==> src/rtl/button_event_queue.sv <==
// Per-frame button debounce, press/auto-repeat event generation and a small FWFT command queue.
// Define AUTOREPEAT_EN to build the held-direction auto-repeat counter; omit it for press-only events.
module button_event_queue #(
  parameter int unsigned DEBOUNCE_FRAMES = 2,
  parameter int unsigned REPEAT_DELAY    = 20,
  parameter int unsigned REPEAT_RATE     = 6,
  parameter int unsigned FIFO_DEPTH      = 4
) (
  input  logic        clock_50,
  input  logic        reset,
  input  logic        vga_vs,
  input  logic [11:0] botoes,
  input  logic        cmd_ready,
  output logic        cmd_valid,
  output logic [3:0]  cmd,
  output logic [11:0] held,
  output logic        overflow
);

  localparam int unsigned PtrW = $clog2(FIFO_DEPTH);
  localparam int unsigned CntW = PtrW + 1;

  if (DEBOUNCE_FRAMES < 1 || DEBOUNCE_FRAMES > 7 || REPEAT_RATE == 0 ||
      REPEAT_RATE > REPEAT_DELAY || FIFO_DEPTH < 2 ||
      (FIFO_DEPTH & (FIFO_DEPTH - 1)) != 0) begin : g_param_check
    $error("button_event_queue: illegal parameter set");
  end

  // Bit position of each command code; priority follows code order (lowest code first).
  function automatic logic [3:0] code_bit(input int unsigned c);
    case (c)
      1:       code_bit = 4'd11;
      2:       code_bit = 4'd10;
      3:       code_bit = 4'd9;
      4:       code_bit = 4'd8;
      5:       code_bit = 4'd7;
      6:       code_bit = 4'd6;
      7:       code_bit = 4'd5;
      8:       code_bit = 4'd1;
      9:       code_bit = 4'd0;
      10:      code_bit = 4'd4;
      11:      code_bit = 4'd3;
      default: code_bit = 4'd2;
    endcase
  endfunction

  // Frame tick from vga_vs falling edge
  logic vs_meta_q, vs_sync_q, vs_prev_q;
  logic frame_tick;

  always_ff @(posedge clock_50) begin
    if (reset) begin
      vs_meta_q <= 1'b0;
      vs_sync_q <= 1'b0;
      vs_prev_q <= 1'b0;
    end else begin
      vs_meta_q <= vga_vs;
      vs_sync_q <= vs_meta_q;
      vs_prev_q <= vs_sync_q;
    end
  end

  assign frame_tick = vs_prev_q & ~vs_sync_q;

  // Debounce
  logic [11:0]      held_q, held_d;
  logic [11:0][2:0] db_cnt_q, db_cnt_d;
  logic [11:0]      press;

  always_comb begin
    held_d   = held_q;
    db_cnt_d = db_cnt_q;
    if (frame_tick) begin
      for (int i = 0; i < 12; i++) begin
        if (botoes[i] != held_q[i]) begin
          if (({1'b0, db_cnt_q[i]} + 4'd1) == 4'(DEBOUNCE_FRAMES)) begin
            held_d[i]   = ~held_q[i];
            db_cnt_d[i] = 3'd0;
          end else begin
            db_cnt_d[i] = db_cnt_q[i] + 3'd1;
          end
        end else begin
          db_cnt_d[i] = 3'd0;
        end
      end
    end
  end

  assign press = held_d & ~held_q;

  // Auto-repeat of the highest-priority held direction
  logic [11:0] repeat_set;

`ifdef AUTOREPEAT_EN
  localparam int unsigned      RptW      = $clog2(REPEAT_DELAY + 1);
  localparam logic [RptW:0]    RptDelay  = (RptW + 1)'(REPEAT_DELAY);
  localparam logic [RptW-1:0]  RptReload = RptW'(REPEAT_DELAY - REPEAT_RATE);

  function automatic logic [3:0] dir_code(input logic [11:0] h);
    if (h[11])      dir_code = 4'd1;
    else if (h[10]) dir_code = 4'd2;
    else if (h[9])  dir_code = 4'd3;
    else if (h[8])  dir_code = 4'd4;
    else            dir_code = 4'd0;
  endfunction

  logic [RptW-1:0] rpt_cnt_q, rpt_cnt_d;
  logic [3:0]      dir_old, dir_new;

  always_comb begin
    dir_old    = dir_code(held_q);
    dir_new    = dir_code(held_d);
    rpt_cnt_d  = rpt_cnt_q;
    repeat_set = '0;
    if (frame_tick) begin
      if (dir_new == 4'd0 || dir_new != dir_old) begin
        rpt_cnt_d = '0;
      end else if (({1'b0, rpt_cnt_q} + 1'b1) == RptDelay) begin
        // Direction codes 1..4 map onto bits 11..8
        repeat_set = 12'h800 >> (dir_new - 4'd1);
        rpt_cnt_d  = RptReload;
      end else begin
        rpt_cnt_d = rpt_cnt_q + 1'b1;
      end
    end
  end

  always_ff @(posedge clock_50) begin
    if (reset) rpt_cnt_q <= '0;
    else       rpt_cnt_q <= rpt_cnt_d;
  end
`else
  assign repeat_set = '0;
`endif

  // Pending events, drained one per non-tick cycle
  logic [11:0] pending_q, pending_d, drain_mask;
  logic        push;
  logic [3:0]  push_code;

  always_comb begin
    push       = 1'b0;
    push_code  = 4'd0;
    drain_mask = '0;
    if (!frame_tick) begin
      for (int c = 12; c >= 1; c--) begin
        if (pending_q[code_bit(c)]) begin
          push       = 1'b1;
          push_code  = 4'(c);
          drain_mask = 12'd1 << code_bit(c);
        end
      end
    end
    pending_d = (pending_q & ~drain_mask) | press | repeat_set;
  end

  always_ff @(posedge clock_50) begin
    if (reset) begin
      held_q    <= '0;
      db_cnt_q  <= '0;
      pending_q <= '0;
    end else begin
      held_q    <= held_d;
      db_cnt_q  <= db_cnt_d;
      pending_q <= pending_d;
    end
  end

  // First-word fall-through command queue
  logic [3:0]      mem_q [FIFO_DEPTH];
  logic [PtrW-1:0] rd_ptr_q, wr_ptr_q;
  logic [CntW-1:0] count_q;
  logic [3:0]      last_q;
  logic            overflow_q;
  logic            full, pop, do_push, drop;

  assign full    = count_q == CntW'(FIFO_DEPTH);
  assign pop     = cmd_valid & cmd_ready;
  assign do_push = push & (~full | pop);
  assign drop    = push & full & ~pop;

  always_ff @(posedge clock_50) begin
    if (do_push) mem_q[wr_ptr_q] <= push_code;
  end

  always_ff @(posedge clock_50) begin
    if (reset) begin
      rd_ptr_q   <= '0;
      wr_ptr_q   <= '0;
      count_q    <= '0;
      last_q     <= 4'd0;
      overflow_q <= 1'b0;
    end else begin
      if (do_push) wr_ptr_q <= wr_ptr_q + 1'b1;
      if (pop) begin
        rd_ptr_q <= rd_ptr_q + 1'b1;
        last_q   <= mem_q[rd_ptr_q];
      end
      case ({do_push, pop})
        2'b10:   count_q <= count_q + 1'b1;
        2'b01:   count_q <= count_q - 1'b1;
        default: count_q <= count_q;
      endcase
      if (drop) overflow_q <= 1'b1;
    end
  end

  assign cmd_valid = count_q != '0;
  assign cmd       = cmd_valid ? mem_q[rd_ptr_q] : last_q;
  assign held      = held_q;
  assign overflow  = overflow_q;

endmodule

==> config.mk <==
export PLATFORM = sky130hd
export DESIGN_NAME = button_event_queue
export DESIGN_NICKNAME = d
export VERILOG_FILES = /design/src/rtl/button_event_queue.sv
export SDC_FILE = /design/constraint.sdc
export NUM_CORES = 1
export LEC_CHECK = 0
export CORE_MARGIN = 2
export CORE_UTILIZATION = 58
export DETAILED_ROUTE_END_ITERATION = 8
export GPL_TIMING_DRIVEN = 0
export HOLD_SLACK_MARGIN = 0.08
export PLACE_DENSITY = 0.77
export SLEW_MARGIN = 5
export SYNTH_ARGS = -nofsm -noshare
export SYNTH_HDL_FRONTEND = slang
export SYNTH_SLANG_ARGS = --single-unit
==> constraint.sdc <==
create_clock -name clock_50 -period 2.4 [get_ports clock_50]
set_input_delay 0.72 -clock clock_50 [delete_from_list [all_inputs] [get_ports clock_50]]
set_output_delay 0.72 -clock clock_50 [all_outputs]
set_load 0.02 [all_outputs]
==> Word level (Yosys, flattened, before mapping) <==
Memory sizes are Yosys's and may differ from the RTL's. A register that Yosys moved wholly into a read port is not among the register bits.
Cells that the tools add are included.
{ "op_classes": {"add_sub_neg": 28, "magnitude_cmp": 12, "eq_ne": 27, "n_shift": 12, "mux": 154, "n_bitwise": 26, "reduce_logical": 2} }
{ "ops": {"columns": ["operator", "n"], "rows": [
  ["$mux 4", 50],
  ["$mux 12", 14],
  ["$shl 1x4->12 const A", 12],
  ["$mux 3", 24],
  ["$lt 4x5->1 const B", 12],
  ["$mux 1", 51],
  ["$add 3x1->4 const B", 12],
  ["$bmux 1 s4", 12],
  ["$eq 4x2->1 const B", 12],
  ["$add 3x1->3 const B", 13],
  ["$and 12x12->12", 2],
  ["$not 12->12", 2],
  ["$not 1->1", 15],
  ["$ne 1x1->1", 12],
  ["$or 12x12->12", 1],
  ["$pmux 3 s2", 1],
  ["$and 1x1->1", 5],
  ["$add 2x1->2 const B", 2],
  ["$mux 2", 2],
  ["$eq 3x3->1 const B", 1],
  ["$reduce_bool 3->1", 1],
  ["$sub 3x1->3 const B", 1],
  ["$eq 2x1->1 const B", 1],
  ["$eq 2x2->1 const B", 1],
  ["other kinds (2)", 2]
]} }
{ "word_totals": {"register_bits": 75, "mem_bits_rw": 16, "input_bits": 16, "output_inout_bits": 18, "elab_cells": 284, "memories": 1} }
{ "memory_table": {"columns": ["name", "words", "word_bits", "read_ports", "rd_clocked_by_memory_dff", "write_ports", "line", "source"], "rows": [
  ["mem_q", 4, 4, 1, 1, 1, "170", "logic [3:0] mem_q [FIFO_DEPTH];"]
]} }

==> Logic depth before layout (Yosys ltp) <==
Gate-level depths: netlist (run 1).
{ "depth": {"ltp_word": 24, "depth_mapped": 8, "depth_no_buf": 7} }

==> Worst setup path after synthesis (run 1) <==
OpenSTA, ideal clock, no wires.
{ "synth_path": {"path_kind": "reg-to-reg", "startpoint": "register count_q[0]", "endpoint": "register count_q[2]", "setup_ns": 0.123, "arrival_ns": 2.130, "required_ns": 2.277, "path_slack_ns": 0.146, "path_stages_with_launch": 9, "path_buffers": 1, "period_less_slack_ns": 2.254, "path_cell_list": "dfxtp_1 > or3_1 > clkbuf_1 > nand2_1 > nor2_1 > fa_1 > nor3_1 > a31oi_1 > mux2_1"} }
{ "synth_between": {"elab_chain_len": 6, "word_cells_on_any_way": 12, "classes_between": "add/sub: 2; eq/ne: 3; mux: 1; bitwise: 4; reduce/logical: 2"} }
{ "synth_lines": {"columns": ["item", "line", "source"], "rows": [
  ["from (decl)", "172", "logic [CntW-1:0] count_q;"],
  ["from (signal assigned)", "200", "2'b10: count_q <= count_q + 1'b1;"],
  ["from (signal assigned)", "201", "2'b01: count_q <= count_q - 1'b1;"],
  ["from (signal assigned)", "202", "default: count_q <= count_q;"],
  ["$reduce_bool 3->1 *", "208", "assign cmd_valid = count_q != '0;"],
  ["via cmd_valid", "14", "output logic cmd_valid,"],
  ["$and 1x1->1 *", "178", "assign pop = cmd_valid & cmd_ready;"],
  ["$or 1x1->1", "179", "assign do_push = push & (~full | pop);"],
  ["$and 1x1->1", "179", null],
  ["$eq 2x1->1 or $eq 2x2->1 (tied branches)", "199", "case ({do_push, pop})"],
  ["$pmux 3 s2 or $reduce_bool 2->1 (tied branches)", null, null]
]} }
The timed path passes the listed nets; every way through them passes the cells marked *.
A chain may end at the register's enable or synchronous reset.

==> Flow_metrics.wiki, run 1 <==
{| class="wikitable"
! Metric !! Value
|-
| Result of the run || finished with violations
|-
| Violated checks || negative setup slack
|-
| Amount of wire on met2 after detailed routing || approximately 5.0 mm
|-
| Worst path buffer plus inverter count || 1
|-
| Core region area || roughly 7700 sq um
|-
| Flip-flop and latch count after synthesis || 93
|-
| Number of cells produced by synthesis || 500
|-
| H-tree depth || 3
|-
| DRC violations left || 0
|-
| Dpl hpwl || approximately 7.1 mm
|-
| Starting density of the core || around three fifths
|-
| Clock latency on the worst-skew pair || around 0.37 ns
|-
| Worst-case setup slack after placement || -0.203 ns
|-
| Clock root buffer || sky130_fd_sc_hd__clkbuf_8
|-
| Fin. Hold Viols || 0
|-
| Vias in the first global route || roughly 3600
|-
| Power density over cell area || a little under 700 nW/um^2
|-
| Worst path cell trace || mux4_2 > mux2_4 > buf_6
|-
| Number of distinct library cell variants in the gate-level netlist after synthesis || 49
|-
| Die span in y || about 93 microns
|-
| Delay contributed by the slowest stage of the critical path || 0.53 ns
|-
| Average vias per placed instance || between 5 and 6
|-
| Vias || 3748
|-
| Endpoint arrival time on the critical path || approximately 1.7 ns
|-
| CTS Buf Count || 9
|-
| Routability cong. || roughly 0.84
|-
| Area after detailed placement || 5050 sq um
|-
| Final Skew || between 0.009 and 0.01 ns
|-
| Maximum number of pins on one net before global-route repair || 17
|-
| Reg clk slew, reported paths || 0.10 ns
|-
| Top delay family on crit path || multiplexers
|-
| Required time of the critical path || ~1.7 ns
|-
| Area fraction of the dominant cell type after synthesis || around a third
|-
| Input/output buffers || 32
|-
| Global-route wire length before repair || ~17 mm
|-
| Netlist area before placement || between 4000 and 5000 sq um
|-
| Highest metal used || met4
|-
| Biggest area contributors in the synthesized netlist || sky130_fd_sc_hd__dfxtp_1 33%, sky130_fd_sc_hd__edfxtp_1 10%, sky130_fd_sc_hd__ha_1 7.6%
|-
| Sink Count || 93
|-
| Worst Setup End Kind || primary output
|-
| Count of boundary I/O pins || 34
|-
| Max cap viols || 0
|-
| Total nets after synthesis || between 500 and 600
|-
| Share of the cycle needed by the critical path after routing || 101%
|-
| Layout Area Growth over Synthesis || 16.5%
|-
| Antenna diode count || 0
|-
| Clock tree from TritonCTS || done
|-
| Fin util || 69.7%
|-
| Most area-hungry cell type in the Yosys netlist || sky130_fd_sc_hd__dfxtp_1
|-
| Final worst hold slack || roughly 0.44 ns
|-
| Total routed wire length on the met1 layer || around 4.6 mm
|-
| Least setup slack across all paths after layout || -0.0304 ns
|-
| Final net count || about 590
|-
| Number of warnings issued by yosys || 0
|-
| Fraction of layout cells with a size suffix above 1 || roughly 7.5%
|-
| Iteration count of the initial detailed-routing pass || 7
|-
| Total grt overflow || 0
|-
| WL final || roughly 10 mm
|-
| Slew at the pin closest to its max-slew limit || around 0.75 ns
|-
| Max stage delay cell, worst path || sky130_fd_sc_hd__mux4_2
|-
| Clock period minus final worst setup slack || roughly 2.4 ns
|-
| Part of the Yosys area used for sequential elements || between 40% and 50%
|-
| First DRT Iteration DRCs || 255
|-
| Unrepaired setup endpoints after global routing || yes
|-
| Category of the most critical setup path || reg -> out
|-
| Peak Freq || 0.411 GHz
|-
| Post-route cell area || ~5400 sq um
|-
| Crit path max fanout || 4
|-
| Buffers from clock root to sink, at most || 2
|-
| Average instance area after synthesis || about 9.2 sq um
|-
| Number of enable-type register cells in the synthesized netlist || 16
|-
| Total die area || just under 9000 sq um
|-
| Final setup violation count || 4
|-
| CP startpoint kind || flip-flop
|-
| Antenna violations before repair || 0
|-
| Leakage dissipation || 0.00194 uW
|-
| GRT Util Overall || about a quarter
|-
| Dominant register cell in the synthesized netlist || sky130_fd_sc_hd__dfxtp_1
|-
| Final antenna-violating net count || 0
|-
| Routed WL per cell || between 15 and 20 microns
|-
| Die width || around 93 microns
|-
| Filler cell count || 620
|-
| Max Transition Viols Final || 0
|-
| Worst vdd rail ir drop || a little under 400 uV
|-
| Slew headroom || 50.3%
|-
| Routed wl met3 || 624 microns
|-
| Async set-reset flop share out of synthesis || 0%
|-
| Count of standard-cell rows || 32
|-
| Accumulated negative setup slack || -0.0971 ns
|-
| Worst hold path class || reg -> reg
|}
-- synthesized netlist by cell type (all sizes together), types with 2 or more instances --
library cell / count
nand3: 3
mux2: 5
ha: 28
nand3b: 7
a22oi: 4
o21bai: 2
a21boi: 2
o21ai: 26
xnor2: 14
edfxtp: 16
o31ai: 4
xor2: 2
mux2i: 15
or3: 2
o211a: 8
nor3: 26
nand2: 41
clkbuf: 18
inv: 19
nor4: 2
nor2b: 7
nor2: 69
buf: 4
dfxtp: 77
mux4: 4
a211oi: 2
a21o: 2
a21oi: 58
and2: 4
o211ai: 3
nor4b: 13
-- logic make-up (layout without fill, tap and decap cells) --
| kind of cell | after synthesis | count (layout) | synth area share [%] |
|---|---|---|---|
| AO/OA/AOI/OAI | 119 | 119 | 15.6 |
| XOR/XNOR | 16 | 16 | 3.05 |
| adder cells (fa/ha/maj) | 29 | 29 | 8.05 |
| buffers and inverters | 41 | 90 | 3.53 |
| flip-flops | 93 | 93 | 43.9 |
| multiplexers | 24 | 24 | 6.44 |
| AND/OR/NAND/NOR | 178 | 178 | 19.4 |
-- repair_timing --
item | in CTS | in global routing
buffers inserted | 1 | 1
resized for setup | 26 | 7
setup endpoints to repair | 5 | 6
gates cloned | 0 | 0
hold buffers | 0 | 0
-- layer usage --
| metal | GRT usage (%) | up-vias |
|---|---|---|
| met5 | 0 | - |
| met4 | 8.82 | 0 |
| met2 | 44.4 | 97 |
| li1 | - | 1858 |
| met3 | 4.19 | 11 |
| met1 | 34.3 | 1782 |
-- worst reg2reg max path, delay by kind of cell, from the launching register on --
family	cells	cell delay (ns)
AO/OA/AOI/OAI	1	0.08
adder cells (fa/ha/maj)	1	0.39
flip-flops	1	0.38
multiplexers	1	0.32
AND/OR/NAND/NOR	4	0.90
-- metrics by stage --
step,total power (uW),std cells
after floorplan,2070,500
after global placement,2270,634
after detailed placement,2280,634
after CTS,3650,650
after global routing,3840,651
final,3700,651
-- path summary, 6_finish.rpt --
path	from	endpoint	slack, ns	cells past startpoint
max	flip-flop	cmd[0]	-0.03	3
min	vs_meta_q	vs_sync_q	0.44	1
max reg2reg	count_q[0]	count_q[2]	0.22	7
min reg2reg	vs_meta_q	vs_sync_q	0.44	1
-- cell usage in the layout, fill, tap and decap left out, types with 9 or more instances in the layout --
cell type                         instances
sky130_fd_sc_hd__clkbuf_8                 9
sky130_fd_sc_hd__nor4b_1                 12
sky130_fd_sc_hd__clkdlybuf4s50_1         27
sky130_fd_sc_hd__nor3_1                  26
sky130_fd_sc_hd__inv_1                   19
sky130_fd_sc_hd__clkbuf_1                17
sky130_fd_sc_hd__edfxtp_1                16
sky130_fd_sc_hd__o21ai_0                 26
sky130_fd_sc_hd__ha_1                    28
sky130_fd_sc_hd__nor2_1                  69
sky130_fd_sc_hd__mux2i_1                 15
sky130_fd_sc_hd__dfxtp_1                 76
sky130_fd_sc_hd__a21oi_1                 58
sky130_fd_sc_hd__xnor2_1                 14
sky130_fd_sc_hd__nand2_1                 40
-- area by class of cell --
class	count	area, sq um	area share [%]
Timing Repair Buffer	34	339	6.33
Multi-Input combinational cell	366	2440	45.5
Clock inverter	7	145	2.71
Sequential cell	93	2030	37.8
Tap cell	102	128	2.38
Buffer	21	87.6	1.63
Clock buffer	9	124	2.31
Inverter	19	71.3	1.33
-- where the power goes --
group	switching, uW	internal (uW)	total (uW)
clock	571	804	1370
combinational	326	312	638
sequential	57.4	1630	1690
total	954	2750	3700
-- sequential cells by signal (all words and copies together), names as in the netlist, named ones only --
signal	count
vs_sync_q	1
last_q	4
db_cnt_q	36
held	12
wr_ptr_q	2
overflow	1
pending_q	12
vs_meta_q	1
rd_ptr_q	2
vs_prev_q	1
count_q	3
mem_q	16
(Power assumes the default switching activity.)
==> run 2, diff against run 1 <==
Settings changed: CORE_UTILIZATION 58 to 61, CTS_BUF_LIST set to sky130_fd_sc_hd__clkbuf_8, PLACE_DENSITY 0.77 to 0.81.
==> Flow_metrics.wiki, run 2 (synthesis results as in run 1) <==
{| class="wikitable"
! Metric !! Value
|-
| Average vias per placed instance || 5.93 (+3.1%)
|-
| WL final || 10.6 mm (+1.5%)
|-
| Final net count || 590 (+0.17%)
|-
| Worst hold path class || reg -> reg
|-
| CP startpoint kind || flip-flop
|-
| CTS Buf Count || 9 (unchanged)
|-
| Top reg by flops || db_cnt_q
|-
| Clock tree from TritonCTS || done
|-
| Leading cell type in the layout, fill and taps excluded || sky130_fd_sc_hd__dfxtp_1
|-
| Result of the run || finished with violations
|-
| Clock period minus final worst setup slack || 2.42 ns (-0.0113 ns)
|-
| Global-route wire length before repair || 17.5 mm (+0.96%)
|-
| Total power consumption of the routed design || 3570 uW (-3.6%)
|-
| Fin. Hold Viols || 0 (unchanged)
|-
| Max cap viols || 0 (unchanged)
|-
| Combined area of the multi-input logic cells || 2440 sq um (-0.10%)
|-
| First DRT Iteration DRCs || 223 (-13%)
|-
| Sequential share of power || 47.2% (+1.6 points)
|-
| Accumulated negative setup slack || -0.0387 ns (+0.0584 ns)
|-
| Core region area || 7290 sq um (-5.1%)
|-
| Sink Count || 93 (unchanged)
|-
| Final worst hold slack || 0.443 ns (-0.000293 ns)
|-
| Fin util || 73.1% (+3.4 points)
|-
| Most frequent cells in the layout || 76 x sky130_fd_sc_hd__dfxtp_1, 69 x sky130_fd_sc_hd__nor2_1, 58 x sky130_fd_sc_hd__a21oi_1
|-
| Input/output buffers || 32 (unchanged)
|-
| Worst Setup End Kind || primary output
|-
| Clock root buffer || sky130_fd_sc_hd__clkbuf_8
|-
| Vias || 3851 (+2.7%)
|-
| Routed WL per cell || 16.3 microns (+1.9%)
|-
| Total grt overflow || 0 (unchanged)
|-
| Reg clk slew, reported paths || 0.09 ns (about the same)
|-
| Logic pwr share || 17.9% (+0.7 points)
|-
| Clock group share of total power || 34.9% (-2.2 points)
|-
| Number of buffers inserted for hold repair after clock tree synthesis || 0 (unchanged)
|-
| Final setup violation count || 3 (-1)
|-
| DRC violations left || 0 (unchanged)
|-
| Fraction of layout cells with a size suffix above 1 || 7.09% (-0.38 points)
|-
| Endpoint arrival time on the critical path || 1.70 ns (about the same)
|-
| Final Skew || 0.00892 ns (-0.000433 ns)
|-
| Slew at the pin closest to its max-slew limit || 0.789 ns (+0.0431 ns)
|-
| Die span in y || 90.9 microns (-2.4%)
|-
| Final antenna-violating net count || 0 (unchanged)
|-
| Largest registers || db_cnt_q x36, mem_q x16
|-
| Antenna violations before repair || 0 (unchanged)
|-
| Die width || 90.9 microns (-2.4%)
|-
| Clock latency on the worst-skew pair || 0.36 ns (about the same)
|-
| Vias in the first global route || 3743 (+3.1%)
|-
| Required time of the critical path || 1.68 ns (about the same)
|-
| H-tree depth || 3 (unchanged)
|-
| Worst vdd rail ir drop || 350 uV (-12%)
|-
| Iteration count of the initial detailed-routing pass || 4 (-3)
|-
| Starting density of the core || 63.1% (+3.2 points)
|-
| Violated checks || negative setup slack
|-
| Max stage delay cell, worst path || sky130_fd_sc_hd__mux4_2
|-
| Sw power || 934 uW (-2.1%)
|-
| Dpl hpwl || 7.34 mm (+3.1%)
|-
| Least setup slack across all paths after layout || -0.0191 ns (+0.0113 ns)
|-
| Maximum number of pins on one net before global-route repair || 16 (-1)
|-
| Total die area || 8250 sq um (-4.7%)
|-
| Power density over cell area || 670 nW/um^2 (-3.0%)
|-
| Routability cong. || 0.820 (-2.9%)
|-
| Count of standard-cell rows || 31 (-3.1%)
|-
| Crit path max fanout || 4 (unchanged)
|-
| Number of flip-flops in the largest register || 36 (unchanged)
|-
| Count of boundary I/O pins || 34 (unchanged)
|-
| Share of the cycle needed by the critical path after routing || 101% (-0.47 points)
|-
| GRT Util Overall || 26.7% (+0.48 points)
|-
| Design internal power || 2640 uW (-4.1%)
|-
| Max Transition Viols Final || 0 (unchanged)
|-
| Sequential cell area in the final layout || 2030 sq um (unchanged)
|-
| Delay contributed by the slowest stage of the critical path || 0.53 ns (about the same)
|-
| Filler cell count || 557 (-10%)
|-
| Layout Area Growth over Synthesis || 15.8%
|-
| Switching share of total power || 26.2% (+0.40 points)
|-
| Buffers from clock root to sink, at most || 2 (unchanged)
|-
| Category of the most critical setup path || reg -> out
|-
| Antenna diode count || 0 (unchanged)
|-
| Peak Freq || 0.413 GHz (+0.47%)
|-
| Slew headroom || 47.4% (-2.9 points)
|-
| Unrepaired setup endpoints after global routing || yes
|-
| Worst path cell trace || mux4_2 > mux2_4 > buf_6
|-
| Leakage dissipation || 0.00193 uW (-0.39%)
|}
[run 2: changes by cell type in the layout (fill, tap and decap cells not counted), sizes merged]
cell    previous run  this run
clkinv             0         1
buf               10        11
bufinv             4         3
[run 2: per-layer routing]
layer	global-route usage, %	routed length, microns
met1	34.3	4700
met3	5.51	581
met2	45.0	5060
met5	0	0
met4	8.96	214
[run 2: final timing paths]
kind | start | to | slack [ns] | cells after the start
min reg2reg | vs_meta_q | vs_sync_q | 0.44 | 1
min | vs_meta_q | vs_sync_q | 0.44 | 1
max reg2reg | count_q[0] | count_q[2] | 0.17 | 7
max | flip-flop | cmd[1] | -0.02 | 3
[run 2: metrics by stage]
stage	area [sq um]	cells	setup slack (ns)
3_3_place_gp	5050	631	-0.171
2_1_floorplan	4600	500	0.146
5_1_grt	5330	649	-0.0627
4_1_cts	5310	648	-0.0763
3_5_place_dp	5050	631	-0.191
6_report	5330	649	-0.0191
[run 2: final cells by class]
| cell class | instances | share of cell area [%] |
|---|---|---|
| Multi-Input combinational cell | 366 | 45.7 |
| Tap cell | 99 | 2.32 |
| Clock inverter | 7 | 2.14 |
| Sequential cell | 93 | 38.0 |
| Timing Repair Buffer | 35 | 6.50 |
| Clock buffer | 9 | 2.32 |
| Inverter | 19 | 1.34 |
| Buffer | 21 | 1.64 |
[run 2: power groups by stage]
stage	Combinational, uW	Sequential [uW]	Clock [uW]
floorplan	368	1710	0
global placement	554	1720	0
detailed placement	574	1720	0
CTS	609	1690	1260
global route	681	1700	1310
finish	637	1690	1250
[run 2: repair_timing]
item / CTS / global route
gates resized for setup: 29 / 3
setup buffers: 2 / 1
hold endpoints to repair: 0 / 0
pin swaps: 0 / 0
setup endpoints to repair: 5 / 4
[run 2: worst max-delay path, delay by kind of cell (launching register included)]
| family | cells | cell delay (ns) |
|---|---|---|
| multiplexers | 2 | 0.82 |
| buffers and inverters | 1 | 0.13 |
| flip-flops | 1 | 0.39 |
